==> src/rtl/softmax_pkg.sv <==
// Shared softmax defaults and scan FSM state encodings.
package softmax_pkg;

  localparam int unsigned DATA_W_DEF  = 16;
  localparam int unsigned VEC_LEN_DEF = 8;

  // One-hot scan states, shared with the softmax controller.
  typedef enum logic [2:0] {
    IDLE = 3'b001,
    SCAN = 3'b010,
    DONE = 3'b100
  } scan_state_e;

endpackage

==> src/rtl/softmax_max_cmp.sv <==
// Signed greater-than compare used by the running-max select.
module softmax_max_cmp #(
  parameter int unsigned DATA_W = softmax_pkg::DATA_W_DEF
) (
  input  logic [DATA_W-1:0] a,
  input  logic [DATA_W-1:0] b,
  output logic              gt
);

  // gt is set only when a is strictly greater than b, two's complement.
  always_comb begin
    gt = ($signed(a) > $signed(b));
  end

endmodule

==> src/rtl/softmax_max_scan.sv <==
// Stage-1 softmax scan: finds Xmax (and optionally its index) over one vector.
// Optional feature: define SOFTMAX_MAX_IDX_EN to build the argmax index register;
// otherwise max_idx is tied to zero.
module softmax_max_scan
  import softmax_pkg::*;
#(
  parameter int unsigned DATA_W  = DATA_W_DEF,
  parameter int unsigned VEC_LEN = VEC_LEN_DEF
) (
  input  logic                       clk,
  input  logic                       rst,
  input  logic                       sort_en,
  input  logic                       in_valid,
  input  logic [DATA_W-1:0]          in_data,
  output logic                       in_ready,
  output logic                       max_valid,
  output logic [DATA_W-1:0]          max_data,
  output logic [$clog2(VEC_LEN)-1:0] max_idx,
  output logic                       scan_abort
);

  localparam int unsigned CNT_W = $clog2(VEC_LEN + 1);
  localparam int unsigned IDX_W = $clog2(VEC_LEN);

  scan_state_e      state;
  scan_state_e      state_nxt;
  logic [CNT_W-1:0] count;
  logic [CNT_W-1:0] count_nxt;
  logic             abort_c;
  logic             accept;
  logic             take;
  logic             gt;

  // Abort has priority: a beat offered while sort_en is low is never accepted.
  assign accept = in_valid & in_ready & sort_en;

  softmax_max_cmp #(
    .DATA_W (DATA_W)
  ) u_cmp (
    .a  (in_data),
    .b  (max_data),
    .gt (gt)
  );

  // First beat of a vector loads unconditionally; later beats only if strictly greater.
  assign take = accept & ((count == '0) | gt);

  // Next-state, beat counter and abort decode.
  always_comb begin
    state_nxt = state;
    count_nxt = count;
    abort_c   = 1'b0;
    unique case (state)
      IDLE: begin
        count_nxt = '0;
        if (sort_en) begin
          state_nxt = SCAN;
        end
      end
      SCAN: begin
        if (!sort_en) begin
          state_nxt = IDLE;
          count_nxt = '0;
          abort_c   = 1'b1;
        end else if (accept) begin
          count_nxt = count + CNT_W'(1);
          if (count == CNT_W'(VEC_LEN - 1)) begin
            state_nxt = DONE;
          end
        end
      end
      DONE: begin
        if (!sort_en) begin
          state_nxt = IDLE;
          count_nxt = '0;
        end
      end
      default: begin
        state_nxt = IDLE;
        count_nxt = '0;
      end
    endcase
  end

  // State, counter and registered handshake/status outputs.
  always_ff @(posedge clk) begin
    if (rst) begin
      state      <= IDLE;
      count      <= '0;
      in_ready   <= 1'b0;
      max_valid  <= 1'b0;
      scan_abort <= 1'b0;
    end else begin
      state      <= state_nxt;
      count      <= count_nxt;
      in_ready   <= (state_nxt == SCAN);
      max_valid  <= (state_nxt == DONE);
      scan_abort <= abort_c;
    end
  end

  // Running maximum; holds through DONE and IDLE until the next scan's first accept.
  always_ff @(posedge clk) begin
    if (rst) begin
      max_data <= '0;
    end else if (take) begin
      max_data <= in_data;
    end
  end

`ifdef SOFTMAX_MAX_IDX_EN
  logic [IDX_W-1:0] idx_q;

  // Argmax index follows the same load rule as max_data; ties keep the earlier index.
  always_ff @(posedge clk) begin
    if (rst) begin
      idx_q <= '0;
    end else if (take) begin
      idx_q <= IDX_W'(count);
    end
  end

  assign max_idx = idx_q;
`else
  assign max_idx = '0;
`endif

endmodule

==> config.mk <==
export PLATFORM = sky130hd
export DESIGN_NAME = softmax_max_scan
export DESIGN_NICKNAME = d
export VERILOG_FILES = /design/src/rtl/softmax_pkg.sv /design/src/rtl/softmax_max_cmp.sv /design/src/rtl/softmax_max_scan.sv
export SDC_FILE = /design/constraint.sdc
export NUM_CORES = 1
export LEC_CHECK = 0
export ABC_CLOCK_PERIOD_IN_PS = 2700
export CORE_MARGIN = 2
export CORE_UTILIZATION = 45
export CTS_CLUSTER_SIZE = 24
export DETAILED_ROUTE_END_ITERATION = 10
export HOLD_SLACK_MARGIN = 0.1
export PLACE_DENSITY_LB_ADDON = 0.05
export SETUP_SLACK_MARGIN = 0.5
export SLEW_MARGIN = 0
export SYNTH_ARGS = -nofsm -noshare
export SYNTH_HDL_FRONTEND = slang
export SYNTH_SLANG_ARGS = --single-unit
==> constraint.sdc <==
create_clock -name clk -period 2.7 [get_ports clk]
set_input_delay 0.27 -clock clk [delete_from_list [all_inputs] [get_ports clk]]
set_output_delay 0.27 -clock clk [all_outputs]
set_load 0.01 [all_outputs]
==> out/qor.txt <==
cell taking the most area after synthesis = dfxtp_1
Register-to-Register Path Depth = 9
cts hold-fix bufs = 0
post-synthesis sequential area ratio = 31.1%
Sum Neg Setup Slack = 0 ns
pre-CTS setup slack = -0.0413 ns
via-per-instance ratio = 5.04
maximum vdd drop = 266 uV
IO Pins = 42
Hold Vio Cnt, Final = 0
startpoint types = flop
total global routing overflow = 0
Worst Hold End = max_data[4]
vias in the first global route = 1539
Clock Sinks = 26
Hold Startpoint = in_data[4]
Max-Cap Viols = 0
CTS tree = built
final std cells w/o fill = 285
Pwr Total = 938 uW
dpl cell area = 2090 sq um
CP Class = flop to flop
hold depth = 3
Pre-antenna DRT Iters = 4
Leak = 0.000896 uW
initial antenna violation count = 0
reg2reg setup slack = 0.49 ns
Synth Cell Area = 1670 sq um
Layout Nets = 276
P&R area growth vs syn = 46.9%
Die Area = 4220 sq um
f_max = 0.453 GHz
HPWL Detailed = 2810 microns
Warnings, synthesis = 0
first-pass GRT wire length = 6800 microns
routability cong. = 0.753
Syn Inst Count = 188
CTS Buffer Depth = 2
Yosys top cell area share = 31.1%
post-DR wirelength/cell = 13.9 microns
Tcrit/Tclk final = 81.8%
clk slew on worst S/H paths = 0.10 ns
design area = 2450 sq um
fillers = 299
final wirelength = 3960 microns
Final setup viols = 0
setup ws final = 0.493 ns
drt initial violations = 28
Total GRT Usage = 21.3%
pin count of the biggest net entering global routing = 22
crit path time final = 2.21 ns
Critical Path RT = 2.90 ns
#FFs+latches synth = 26
power per cell area = 382 nW/um^2
status = complete, no violations
die width = 65.0 microns
core footprint = 3610 sq um
Synth area leaders = dfxtp_1 (31%), ha_1 (13%), nand2b_1 (13%)
TritonCTS Buffers = 3
final antenna-violating net count = 0
worst slew pin tran = 0.534 ns
Yosys cell types = 37
RSZ-0062 raised after global routing = true
Met1 Wirelength = 1530 microns
clk_skew = 0.00665 ns
drc violations = 0
via count = 1437
worst skew pair latency = 0.28 ns
routed wl met2 = 2190 microns
ant diodes = 0
Hold/Removal Path Class = primary input to flop
WP data arrival = 2.41 ns
Site Rows = 22
uppermost layer routed = met4
Mapped Avg Cell Area = 8.89 sq um
effective utilization at floorplan = 46.4%
placed cells = 270
count of input and output buffers = 38
Worst setup EP type = flop
metal3 WL = 118 microns
Critical Path Fanout Max = 6
Die Y-Extent = 65.0 microns
worst r2r src = max_data[15]
Slew HR = 64.3%
H-tree Lvls = 1
layout cells sized above 1 = 24.5%
worst flop-to-flop path endpoint = max_data[13]
Root Buffer = clkbuf_8
fin. max-slew vios = 0
worst max-delay path by stage:
stage,from,to,slack [ns]
after global routing,max_data[15],max_data[13],0.39
after CTS,max_data[9],max_data[13],0.50
final,max_data[15],max_data[13],0.49
after floorplan,max_data[7],max_data[0],0.52
after global placement,in_data[15],max_data[11],0.07
after detailed placement,in_data[15],max_data[13],-0.04
layout by cell type (no fill, tap or decap), types with 2 or more instances in the layout:
cell type / count
a21oi_2: 3
nor3_4: 2
dfxtp_1: 15
nor2_1: 7
buf_4: 12
conb_1: 3
mux2i_1: 15
clkdlybuf4s50_1: 26
dlygate4sd2_1: 12
nor4_1: 4
ha_4: 8
o21ai_0: 2
nand2_1: 6
inv_1: 15
clkbuf_8: 3
a21oi_1: 8
inv_2: 3
nor2b_1: 6
nand2b_1: 34
dfxtp_2: 11
nor3_1: 2
nand4_1: 2
ha_1: 10
nor3b_1: 2
nand3_1: 2
final cells by class:
type | count | area [sq um] | area share (%)
multi-input combinational | 137 | 1220 | 49.6
sequential | 26 | 534 | 21.8
timing repair buffer | 52 | 503 | 20.5
inverter | 18 | 67.6 | 2.75
tap | 48 | 60.1 | 2.45
clock buffer | 3 | 41.3 | 1.68
clock inverter | 1 | 30.0 | 1.22
flip-flops by register name (all words and copies together), names as in the netlist:
name / flops
scan_abort: 1
max_valid: 1
state: 3
max_data: 16
count: 4
in_ready: 1
metrics by stage:
step,utilization [%],hold WS [ns]
after detailed placement,57.8,0.477
final,68.1,0.406
after floorplan,-,0.348
after global placement,57.8,0.471
after global routing,68.1,0.412
after CTS,66.8,0.400
logic make-up after synthesis:
| group | Yosys count | share of synthesized area (%) |
|---|---|---|
| simple gates | 77 | 28.2 |
| other cells | 1 | 0.224 |
| compound gates | 20 | 7.49 |
| flops | 26 | 31.1 |
| mux | 17 | 10.3 |
| buf+inv | 27 | 8.16 |
| xor+xnor | 2 | 1.05 |
| fa+ha+maj | 18 | 13.5 |
timing repair:
| action | CTS | global route |
|---|---|---|
| setup endpoints to repair | 16 | 16 |
| setup buffers | 4 | 6 |
| endpoints found under the hold margin | 0 | 0 |
| gates resized for setup | 49 | 3 |
| pin swaps | 17 | 5 |
| cloned | 1 | 0 |
per-layer routing:
metal  global-route usage [%]  vias up
met4                     10.9        0
met2                     41.9       30
met5                        0        -
li1                         -      729
met3                     2.95       10
met1                     21.3      668
power breakdown:
part,internal (uW),switching (uW)
combinational,110,94.0
clock,199,131
sequential,394,9.45
total,703,234
synth_stat cells:
cell type,n
a2111oi_1,1
a21boi_2,1
a21oi_1,11
buf_12,1
buf_4,3
buf_6,1
clkbuf_1,4
conb_1,1
dfxtp_1,26
ha_1,18
inv_1,18
mux2_2,1
mux2i_1,16
nand2_1,6
nand2_2,1
nand2_4,1
nand2b_1,34
nand3_1,2
nand3_2,1
nand3b_1,1
nand4_1,2
nand4_2,1
nor2_1,7
nor2b_1,7
nor3_1,4
nor3b_1,2
nor4_1,4
nor4_2,1
nor4b_1,2
o21ai_0,3
o21bai_1,1
o311a_1,1
o311ai_1,1
o31ai_1,1
or2_1,1
xnor2_1,1
xor2_1,1
critical path, cell delays in order (launching register included):
cell      delay (ns)
dfxtp_2         0.37
inv_2           0.05
ha_4            0.27
nand4_4         0.16
nor4_4          0.26
a21boi_2        0.22
nor2b_2         0.06
o311a_4         0.40
buf_12          0.16
mux2i_2         0.19
Note: power is estimated with default switching activity, not from simulation.
